**config.mk**
```make
export PLATFORM = sky130hd
export DESIGN_NAME = cnn_train_sequencer
export DESIGN_NICKNAME = d
export VERILOG_FILES = /design/src/rtl/cnn_train_sequencer.sv
export SDC_FILE = /design/constraint.sdc
export NUM_CORES = 1
export LEC_CHECK = 0
export CORE_UTILIZATION = 45
export DETAILED_ROUTE_END_ITERATION = 6
export DONT_BUFFER_PORTS = 1
export PLACE_DENSITY = 0.62
export SLEW_MARGIN = 20
export SYNTH_ARGS = -nofsm -noshare
export SYNTH_HDL_FRONTEND = slang
export SYNTH_SLANG_ARGS = --single-unit
```
**constraint.sdc**
```tcl
create_clock -name clk_i -period 3.1 [get_ports clk_i]
set_clock_uncertainty 0.2 [all_clocks]
set_input_delay 0.465 -clock clk_i [delete_from_list [all_inputs] [get_ports clk_i]]
set_output_delay 0.465 -clock clk_i [all_outputs]
set_load 0.02 [all_outputs]
```
**src/rtl/cnn_train_sequencer.sv**
```systemverilog
// rtl/cnn_train_sequencer.sv - control sequencer for single-image CNN training runs
// Optional: define CNN_SEQ_SKIP_INIT_EN to bypass the random weight init on start.
module cnn_train_sequencer #(
  parameter int CHANNELS      = 10,
  parameter int FCL_INPUT_DIM = 1690,
  parameter int NUM_IMAGES    = 10000,
  parameter int NUM_EPOCHS    = 1,
  parameter int SETTLE_CYCLES = 2,
  parameter int TIMEOUT       = 1024
) (
  input  logic                                clk_i,
  input  logic                                reset_i,
  input  logic                                start_i,
  input  logic                                train_i,
  input  logic                                pause_i,
  output logic                                img_req_o,
  input  logic                                img_ack_i,
  output logic [$clog2(NUM_IMAGES)-1:0]       img_index_o,
  output logic                                init_we_o,
  output logic                                init_sel_o,
  output logic [$clog2(FCL_INPUT_DIM+1):0]    init_addr_o,
  output logic                                softmax_start_o,
  input  logic                                softmax_done_i,
  output logic                                update_en_o,
  output logic [$clog2(NUM_EPOCHS+1)-1:0]     epoch_o,
  output logic                                busy_o,
  output logic                                run_done_o,
  output logic                                timeout_err_o
);
  localparam int IW   = $clog2(NUM_IMAGES);
  localparam int AW   = $clog2(FCL_INPUT_DIM+1) + 1;
  localparam int EW   = $clog2(NUM_EPOCHS+1);
  localparam int M1   = (CHANNELS > FCL_INPUT_DIM+1) ? CHANNELS : FCL_INPUT_DIM+1;
  localparam int M2   = (SETTLE_CYCLES > TIMEOUT) ? SETTLE_CYCLES : TIMEOUT;
  localparam int CMAX = (M1 > M2) ? M1 : M2;
  localparam int CW   = $clog2(CMAX+1);

  localparam logic [CW-1:0] CONV_LAST   = CW'(CHANNELS-1);
  localparam logic [CW-1:0] FCL_LAST    = CW'(FCL_INPUT_DIM);
  localparam logic [CW-1:0] SETTLE_LAST = CW'(SETTLE_CYCLES-1);
  localparam logic [CW-1:0] TO_LAST     = CW'(TIMEOUT-1);
  localparam logic [IW-1:0] IDX_LAST    = IW'(NUM_IMAGES-1);
  localparam logic [EW-1:0] EP_LAST     = EW'(NUM_EPOCHS-1);

  typedef enum logic [3:0] {
    S_IDLE, S_INIT_CONV, S_INIT_FCL, S_FETCH, S_SETTLE, S_FWD, S_UPDATE, S_NEXT, S_DONE
  } state_t;

  state_t        state_q, state_d;
  logic [CW-1:0] cnt_q, cnt_d;
  logic [IW-1:0] idx_q, idx_d;
  logic [EW-1:0] ep_q, ep_d;
  logic          terr_q, terr_d;
  logic          req_q, req_d, we_q, we_d, sel_q, sel_d, ss_q, ss_d;
  logic          upd_q, upd_d, busy_q, busy_d, rd_q, rd_d;
  logic [AW-1:0] addr_q, addr_d;

  always_comb begin
    state_d = state_q;
    cnt_d   = cnt_q;
    idx_d   = idx_q;
    ep_d    = ep_q;
    terr_d  = terr_q;
    case (state_q)
      S_IDLE, S_DONE: begin
        if (start_i) begin
          idx_d  = '0;
          ep_d   = '0;
          terr_d = 1'b0;
          cnt_d  = '0;
`ifdef CNN_SEQ_SKIP_INIT_EN
          state_d = S_FETCH;
`else
          state_d = S_INIT_CONV;
`endif
        end
      end
      S_INIT_CONV: begin
        if (cnt_q == CONV_LAST) begin
          cnt_d   = '0;
          state_d = S_INIT_FCL;
        end else begin
          cnt_d = cnt_q + CW'(1);
        end
      end
      S_INIT_FCL: begin
        if (cnt_q == FCL_LAST) begin
          cnt_d   = '0;
          state_d = S_FETCH;
        end else begin
          cnt_d = cnt_q + CW'(1);
        end
      end
      S_FETCH: begin
        if (img_ack_i) begin
          cnt_d   = '0;
          state_d = S_SETTLE;
        end
      end
      S_SETTLE: begin
        if (cnt_q == SETTLE_LAST) begin
          cnt_d   = '0;
          state_d = S_FWD;
        end else begin
          cnt_d = cnt_q + CW'(1);
        end
      end
      S_FWD: begin
        // cnt_q==0 is the softmax start cycle; a done seen there is stale
        if (softmax_done_i && cnt_q != '0) begin
          cnt_d   = '0;
          state_d = S_UPDATE;
        end else if (cnt_q == TO_LAST) begin
          cnt_d   = '0;
          terr_d  = 1'b1;
          state_d = S_DONE;
        end else begin
          cnt_d = cnt_q + CW'(1);
        end
      end
      S_UPDATE: state_d = S_NEXT;
      S_NEXT: begin
        if (!pause_i) begin
          if (idx_q == IDX_LAST) begin
            idx_d   = '0;
            ep_d    = ep_q + EW'(1);
            state_d = (ep_q == EP_LAST) ? S_DONE : S_FETCH;
          end else begin
            idx_d   = idx_q + IW'(1);
            state_d = S_FETCH;
          end
        end
      end
      default: state_d = S_IDLE;
    endcase

    // Strobes are decoded from the next state so every output leaves a flop.
    req_d  = (state_d == S_FETCH);
    we_d   = (state_d == S_INIT_CONV) || (state_d == S_INIT_FCL);
    sel_d  = (state_d == S_INIT_FCL);
    addr_d = we_d ? AW'(cnt_d) : '0;
    ss_d   = (state_d == S_FWD) && (state_q != S_FWD);
    upd_d  = (state_q == S_UPDATE) && train_i;
    busy_d = (state_d != S_IDLE) && (state_d != S_DONE);
    rd_d   = (state_d == S_DONE);
  end

  always_ff @(posedge clk_i) begin
    if (reset_i) begin
      state_q <= S_IDLE;
      cnt_q   <= '0;
      idx_q   <= '0;
      ep_q    <= '0;
      terr_q  <= 1'b0;
      req_q   <= 1'b0;
      we_q    <= 1'b0;
      sel_q   <= 1'b0;
      addr_q  <= '0;
      ss_q    <= 1'b0;
      upd_q   <= 1'b0;
      busy_q  <= 1'b0;
      rd_q    <= 1'b0;
    end else begin
      state_q <= state_d;
      cnt_q   <= cnt_d;
      idx_q   <= idx_d;
      ep_q    <= ep_d;
      terr_q  <= terr_d;
      req_q   <= req_d;
      we_q    <= we_d;
      sel_q   <= sel_d;
      addr_q  <= addr_d;
      ss_q    <= ss_d;
      upd_q   <= upd_d;
      busy_q  <= busy_d;
      rd_q    <= rd_d;
    end
  end

  assign img_req_o       = req_q;
  assign img_index_o     = idx_q;
  assign init_we_o       = we_q;
  assign init_sel_o      = sel_q;
  assign init_addr_o     = addr_q;
  assign softmax_start_o = ss_q;
  assign update_en_o     = upd_q;
  assign epoch_o         = ep_q;
  assign busy_o          = busy_q;
  assign run_done_o      = rd_q;
  assign timeout_err_o   = terr_q;
endmodule

```
Yosys cells after proc, flatten, opt, wreduce, memory -nomap -nowiden
Index checks and enable logic that the tools add are counted.
{"block": "totals", "reg_bits": 50, "inputBits": 7, "elab_cells": 88}
{"block": "classes", "addsub": 3, "eq_ne": 25, "muxes": 30, "n_bitwise": 1, "n_reduce_logical": 15}
{"operator": "$mux W11", "n": 7}
{"operator": "$pmux W11 S6", "n": 1}
{"operator": "$mux W14", "n": 3}
{"operator": "$mux W4", "n": 10}
{"operator": "$pmux W4 S8", "n": 1}
{"operator": "$pmux W14 S2", "n": 1}
{"operator": "$eq A4 B3 Y1 const B", "n": 5}
{"operator": "$eq A4 B2 Y1 const B", "n": 4}
{"operator": "$add A14 B1 Y14 const B", "n": 1}
{"operator": "$eq A14 B14 Y1 const B", "n": 1}
{"operator": "$add A11 B1 Y11 const B", "n": 1}
{"operator": "$eq A11 B1 Y1 const B", "n": 1}
{"operator": "$eq A11 B10 Y1 const B", "n": 1}
{"operator": "$eq A11 B11 Y1 const B", "n": 1}
{"operator": "$eq A11 B4 Y1 const B", "n": 1}
{"operator": "$reduce_bool A11 Y1", "n": 1}
{"operator": "$ne A2 B2 Y1 const B", "n": 5}
{"operator": "$eq A4 B1 Y1 const B", "n": 2}
{"operator": "$eq A4 B4 Y1 const B", "n": 2}
{"operator": "$reduce_and A4 Y1", "n": 2}
{"operator": "$mux W1", "n": 5}
{"operator": "$logic_and A1 B1 Y1", "n": 4}
{"operator": "$logic_not A4 Y1", "n": 1}
{"operator": "$ne A4 B3 Y1 const B", "n": 1}
{"operator": "9 further kinds", "n": 12}

Logic depth before layout (Yosys ltp)
Gate-level depths: netlist of the first run.
{"block": "logic_depth", "ltp_word": 8, "depth_mapped": 9, "depth_no_buf": 8}

Worst setup path after synthesis of the first run
OpenSTA, ideal clock, no wires.
{"block": "synth_timing", "path_kind": "register to register", "start": "register idx_q[0], in the netlist img_index_o[0]", "end": "register we_q, in the netlist init_we_o", "setup_ns": 0.122, "arrival_time_ns": 2.165, "required_ns": 2.778, "path_slack_ns": 0.613, "stages_incl_launch_ff": 9, "path_buffers": 1, "synth_period_minus_slack_ns": 2.487, "cell_sequence": "dfxtp_1 -> ha_1 -> nand4bb_1 -> nor4_4 -> a31oi_2 -> a221oi_4 -> xnor2_1 -> buf_6 -> nor2_1"}
{"block": "synth_between", "elab_chain_len": 6, "elab_cells_between_ends": 7, "cone_classes": "3 x eq/ne; 3 x mux; 1 x reduce/logical"}
{"element": "start, declared", "line_no": "51", "text": "logic [IW-1:0] idx_q, idx_d;"}
{"element": "start signal, assigned", "line_no": "166", "text": "idx_q <= idx_d;"}
{"element": "$eq A14 B14 Y1 (*)", "line_no": "124", "text": "if (idx_q == IDX_LAST) begin"}
{"element": "$mux W4 (*)", "line_no": "124"}
{"element": "$mux W4 (*)", "line_no": "123", "text": "if (!pause_i) begin"}
{"element": "$pmux W4 S8 (*)", "line_no": "64", "text": "case (state_q)"}
{"element": "$eq A4 B1 Y1 or $eq A4 B2 Y1 (tied branches)", "line_no": "139", "text": "we_d = (state_d == S_INIT_CONV) || (state_d == S_INIT_FCL);"}
{"element": "$logic_or A1 B1 Y1 (*)", "line_no": "139"}
{"element": "end signal, assigned", "line_no": "170", "text": "we_q <= we_d;"}
{"element": "end, declared", "line_no": "54", "text": "logic req_q, req_d, we_q, we_d, sel_q, sel_d, ss_q, ss_d;"}
Every way passes the cells marked *; elsewhere a longest branch is shown, timed or not.
A chain may end at the register's enable or synchronous reset.

Worst setup path after layout of the first run
{"block": "layout_timing", "start": "register cnt_q[0]", "end": "register addr_q[10], in the netlist init_addr_o[10]"}
{"block": "layout_between", "elab_chain_len": 8, "elab_cells_between_ends": 24, "cone_classes": "1 x add/sub; 6 x eq/ne; 12 x mux; 1 x bitwise; 4 x reduce/logical"}
{"element": "start, declared", "line_no": "50", "text": "logic [CW-1:0] cnt_q, cnt_d;"}
{"element": "start signal, assigned", "line_no": "165", "text": "cnt_q <= cnt_d;"}
{"element": "$eq A11 B10 Y1 or $reduce_bool A11 Y1 (tied branches)", "line_no": "113, 110"}
{"element": "$mux W4 or $logic_and A1 B1 Y1 (tied branches)", "line_no": "113, 110"}
{"element": "$mux W4", "line_no": "110", "text": "if (softmax_done_i && cnt_q != '0) begin"}
{"element": "$pmux W4 S8", "line_no": "64"}
{"element": "$eq A4 B1 Y1 or $eq A4 B2 Y1 (tied branches)", "line_no": "139"}
{"element": "$logic_or A1 B1 Y1", "line_no": "139"}
{"element": "$not A1 Y1 (no line)"}
{"element": "$reduce_or A2 Y1 (no line)"}
{"element": "end signal, assigned", "line_no": "172", "text": "addr_q <= addr_d;"}
{"element": "end, declared", "line_no": "56", "text": "logic [AW-1:0] addr_q, addr_d;"}
Several ways; a longest one is shown, not always the timed one.

==> results of run 1 <==
## sequential cells by signal, indices dropped and copies added, names as in the netlist, 4 cells and up
signal and cells:
img_index_o 14, cnt_q 11, init_addr_o 11, state_q 4
## cells in the mapped netlist, types with 8 or more instances
master	count	area share [%]
a21oi_1	15	3.1
clkbuf_1	8	1.2
dfxtp_1	49	40
inv_1	10	1.5
nand2_1	18	2.8
nand3_1	8	1.6
nor2_1	32	4.9
nor3_1	9	1.8
nor3_2	9	3.7
xnor2_1	8	2.9
## power by group through the flow
stage / Combinational (uW) / Sequential (uW) / Clock [uW]
3_3_place_gp: 90.0 / 664 / 0
2_1_floorplan: 73.7 / 663 / 0
3_5_place_dp: 89.9 / 664 / 0
4_1_cts: 90.1 / 650 / 382
5_1_grt: 98.5 / 651 / 402
6_report: 90.6 / 650 / 370
## through the flow
| step | hold WS, ns | worst slack (ns) | utilization [%] | total power [uW] | instance area (um2) |
|---|---|---|---|---|---|
| floorplan | 0.333 | 0.613 | - | 737 | 2450 |
| global placement | 0.339 | 0.398 | 48.4 | 754 | 2500 |
| detailed placement | 0.339 | 0.452 | 48.4 | 754 | 2500 |
| CTS | 0.00742 | 0.388 | 50.0 | 1120 | 2590 |
| global route | 0.00472 | 0.212 | 50.0 | 1150 | 2590 |
| finish | 0.0170 | 0.402 | 50.0 | 1110 | 2590 |
## worst max path at each step
stage                         from              end  depth (start not counted)
floorplan           img_index_o[0]        init_we_o                          8
global placement          cnt_q[0]   init_addr_o[8]                          9
detailed placement        cnt_q[0]  init_addr_o[10]                          9
CTS                       cnt_q[0]  init_addr_o[10]                          9
global route              cnt_q[1]  init_addr_o[10]                          8
finish                    cnt_q[0]  init_addr_o[10]                          9
## cells in the final DEF, fill, tap and decap left out, types with 5 or more instances in the layout
master / n
xnor2_1: 8
nand3_1: 8
nand4_1: 7
dfxtp_1: 49
a22oi_1: 7
and3_1: 7
nor3_1: 9
nand2_1: 18
a21oi_1: 15
ha_1: 5
nor2_1: 32
nor3_2: 9
xor2_1: 7
or3_1: 7
inv_1: 10
o21ai_0: 6
nand2b_1: 5
buf_4: 5
clkbuf_8: 5
## layout make-up
cell class | count | share of cell area [%]
Multi-Input combinational cell | 199 | 52.4
Timing Repair Buffer | 5 | 1.45
Tap cell | 70 | 3.38
Clock inverter | 2 | 0.580
Inverter | 10 | 1.45
Clock buffer | 6 | 2.80
Sequential cell | 49 | 37.9
## kinds of logic (layout without fill, tap and decap cells)
group,Yosys count,in the layout
buffers and inverters,24,23
multiplexers,2,2
flip-flops,49,49
AO/OA/AOI/OAI,47,47
adder cells (fa/ha/maj),5,5
other,1,1
XOR/XNOR,15,15
AND/OR/NAND/NOR,129,129
## layer usage
| layer | up-vias | share of wire (%) | track usage [%] |
|---|---|---|---|
| li1 | 966 | - | - |
| met1 | 891 | 48 | 25.0 |
| met2 | 36 | 46 | 30.4 |
| met3 | 5 | 4.7 | 4.63 |
| met4 | 0 | 1.2 | 6.79 |
| met5 | - | 0 | 0 |
==> results.cfg, run 1 <==
[status]
status = completed

[final_layout]
ff_latch_area_um2 = 981
fillers = 524
area_growth_pct = 5.61
final_nets = 282
multi_input_area_um2 = 1360
fin_cells = 341
drive_above_1_share_pct = 12.2
antenna_cells = 0

[placed_design]
routabilityCongestion = 0.847
dp_hpwl_mm = 3.62
dp_cells = 333
io_buffers = 0

[drt]
drc_errors = 0
avgViaCountPerCell = 5.57
post_drt_wl_per_cell_um = 15.0
vias = 1898
drt_iter0_markers = 108
drt_first_pass_iters = 4
route.antenna.remaining_nets = 0
wl_mm = 5.10

[synthesis]
syn_area_um2 = 2450
synth_xor_area_share_pct = 5.36
ys_seq_elements = 49
avgSynthCellArea_um2 = 9.01
synth-edff-count = 0
synth_fp_nets = 284
synth_top_family_by_area = simple AND/OR/NAND/NOR gates
synth_compound_area_share_pct = 13.9
synthSimpleGateAreaFrac_pct = 32.6
syn_inst = 272
yosysWarnings = 0
synth_seq_area_share_pct = 40.0
synth_fa_ha_area_share_pct = 2.55
synth.distinct_cells = 55
synth_mux_area_share_pct = 0.817
yosys_most_used_dff = dfxtp_1
async_reset_ff_share_pct = 0

[pwr]
p_int_uw = 828
vdd_drop_max_v = 0.000212
clkPwrFrac_pct = 33.3
switchingPower_uw = 282
combPwrFrac_pct = 8.2
swShare_pct = 25.4
power_density_nw_per_um2 = 429
p_leak_uw = 0.000904
seqPwrFrac_pct = 58.5

[floorplan]
die_area_um2 = 5750
die_h_um = 75.8
rows = 26
core_um2 = 5170
ios = 42
start_util_pct = 47.4
die_x_um = 75.8

[timing]
relSlewSlack_pct = 63.0
fin_crit_sh_pct = 87.0
min_period_ns = 2.70
fmax_ghz = 0.371
finalSetupViolCount = 0
worst_slew_pin_slew_ns = 0.555
slew_viol_final = 0
hold_viol = 0
fin_setup_tns_ns = 0
rsz0062_at_grt = no

[worst_setup_path]
r2r_cells = 9
crit_family = simple AND/OR/NAND/NOR gates
cp-end-kind = flop
critical_path_class = reg2reg
crit_buf_inv = 2
worst-path-max-fanout = 12
r2r-start = cnt_q[0]
max_stage_delay_ns = 0.43
r2r_end = init_addr_o[10]
worstPathArrival_ns = 2.71
cp.required_ns = 3.11
critPathSlowestCell = nor4_4
crit_path_start_kind = flop
r2r_setup_slack_ns = 0.40
crit_chain = inv_1 -> ha_1 -> and4_1 -> a41oi_1 -> o211ai_1 -> nor4_4 -> xnor2_1 -> buf_4 -> nor4_1

[min_path]
hold_end = state_q[3]
min-delay-start = reset_i
min_path_type = in2reg
hold_depth = 1

[clock_tree]
clockBufferDepth = 2
cts-root-buf = clkbuf_8
clk_latency_ns = 0.30
ctsResizeCount = 0
hold_buffers = 0
cts_tree = yes
cts.sinks = 49
cts_inserted_buffers = 5
htree_levels = 2
path_clk_slew_ns = 0.09
postCtsSetupBuffers = 0

[global_routing]
grt_pass1_wl_mm = 8.34
grt_usage_pct = 19.1
grt_pass1_vias = 1726
antenna_found_initial = 0
gr-total-overflow = 0
grt_max_degree = 25

[job]
max_cap_viol_count = 0
Power figures use the tool's default switching activity.
==> run 2, diff against run 1 <==
ABC_AREA = 1   (was unset)
==> results.cfg, run 2 <==
[pwr]
p_leak_uw = 0.00123
p_total_uw = 1100
power_density_nw_per_um2 = 387
vdd_drop_max_v = 0.000346

[worst_setup_path]
worstPathArrival_ns = 2.39
cp.required_ns = 3.13
r2r_end = init_addr_o[9]
r2r_setup_slack_ns = 0.74
cp-end-kind = flop
r2r_cells = 11
worst-path-max-fanout = 12
critical_path_class = reg2reg
crit_path_start_kind = flop
r2r-start = img_index_o[0]

[floorplan]
die_h_um = 79.7
rows = 27
core_um2 = 5680
ios = 42
start_util_pct = 47.8
die_area_um2 = 6350
die_x_um = 79.7

[global_routing]
grt_pass1_wl_mm = 10.8
gr-total-overflow = 0
grt_max_degree = 21
grt_pass1_vias = 2297
grt_usage_pct = 21.9
antenna_found_initial = 0

[min_path]
hold_depth = 1
min-delay-start = reset_i
hold_end = cnt_q[10]
min_path_type = in2reg

[synthesis]
yosysWarnings = 0
yosysTopAreaCell = dfxtp_1
ys_seq_elements = 49
avgSynthCellArea_um2 = 6.54
synth_fp_nets = 427
synth-edff-count = 0
synth.distinct_cells = 35
synth.most_common_cell = nand2_1
synthTopCellsByArea = dfxtp_1, nand2_1, nor2_1
synth_top_area_share_pct = 36.1
async_reset_ff_share_pct = 0
synth_common_cells = nand2_1, nor2_1, inv_1, dfxtp_1, nand3_1
yosys_most_used_dff = dfxtp_1
syn_inst = 415
synth_seq_area_share_pct = 36.1
syn_area_um2 = 2720

[clock_tree]
clk_latency_ns = 0.30
postCtsSetupBuffers = 0
cts_inserted_buffers = 5
cts.sinks = 49
ctsResizeCount = 0
clockBufferDepth = 2
path_clk_slew_ns = 0.10
htree_levels = 2
hold_buffers = 0
cts-root-buf = clkbuf_8
cts_tree = yes

[final_layout]
final_common_cell = nand2_1
layout_common_cells = nand2_1, nor2_1, inv_1
area_growth_pct = 4.88
antenna_cells = 0
drive_above_1_share_pct = 11.0
final_nets = 428
largest_reg_flops = 14

[drt]
wl_mm = 6.62
drt_iter0_markers = 125
post_drt_wl_per_cell_um = 13.5
drt_first_pass_iters = 4
vias = 2488
drc_errors = 0
route.antenna.remaining_nets = 0
avgViaCountPerCell = 5.09

[timing]
hold_viol = 0
slew_viol_final = 0
finalSetupViolCount = 0
min_period_ns = 2.36
fin_crit_sh_pct = 76.0
fmax_ghz = 0.425
rsz0062_at_grt = no
fin_setup_tns_ns = 0

[job]
max_cap_viol_count = 0

[placed_design]
routabilityCongestion = 0.925
io_buffers = 0
dp_hpwl_mm = 5.20

[status]
status = completed
-- run 2: critical path, stage by stage (launching register included) --
cell and delay, ns:
dfxtp_1 0.51, ha_1 0.25, nand3_1 0.12, nor2_1 0.22, nand3_1 0.10, nand2_1 0.09
nand3_1 0.12, inv_1 0.12, nand2_1 0.08, nand2_1 0.09, nand2_2 0.22, nor2_2 0.17
-- run 2: cell type report --
cell class | count | area, um2
Clock inverter | 3 | 17.5
Inverter | 59 | 221
Clock buffer | 5 | 68.8
Multi-Input combinational cell | 301 | 1470
Sequential cell | 49 | 981
Tap cell | 72 | 90.1
Fill cell | 602 | 2830
-- run 2: logic make-up after synthesis --
kind of cell / synth area share (%)
simple gates: 42.2
fa+ha+maj: 2.30
flops: 36.1
compound gates: 8.80
xor+xnor: 0.645
other cells: 0.138
buf+inv: 9.77
-- run 2: how the worst max path moves through the flow --
| stage | from | endpoint | slack (ns) | cells past startpoint |
|---|---|---|---|---|
| floorplan | img_index_o[0] | init_addr_o[6] | 1.08 | 12 |
| global placement | cnt_q[1] | init_addr_o[3] | 0.83 | 13 |
| detailed placement | img_index_o[0] | init_addr_o[2] | 0.76 | 11 |
| CTS | img_index_o[0] | init_addr_o[9] | 0.74 | 11 |
| global route | img_index_o[0] | init_addr_o[3] | 0.44 | 11 |
| finish | img_index_o[0] | init_addr_o[9] | 0.74 | 11 |
-- run 2: per-stage QoR --
step                setup slack (ns)  cells  area [um2]  hold slack [ns]  utilization (%)
floorplan                       1.08    415        2720            0.320                -
global placement               0.828    481        2760            0.340             48.7
detailed placement             0.760    481        2760            0.340             48.7
CTS                            0.738    489        2850           0.0236             50.2
global route                   0.443    489        2850           0.0112             50.2
finish                         0.745    489        2850           0.0310             50.2
-- run 2: where the power goes --
| part | internal (uW) | switching [uW] |
|---|---|---|
| registers | 637 | 13.8 |
| logic | 23.2 | 63.3 |
| clock network | 156 | 209 |
-- run 2: layer usage --
layer	GRT usage [%]	part of all wire [%]	vias up
li1	-	-	1310
met1	31.4	49	1098
met2	33.2	43	72
met3	5.26	6.6	8
met4	3.82	1.0	0
met5	0	0	-
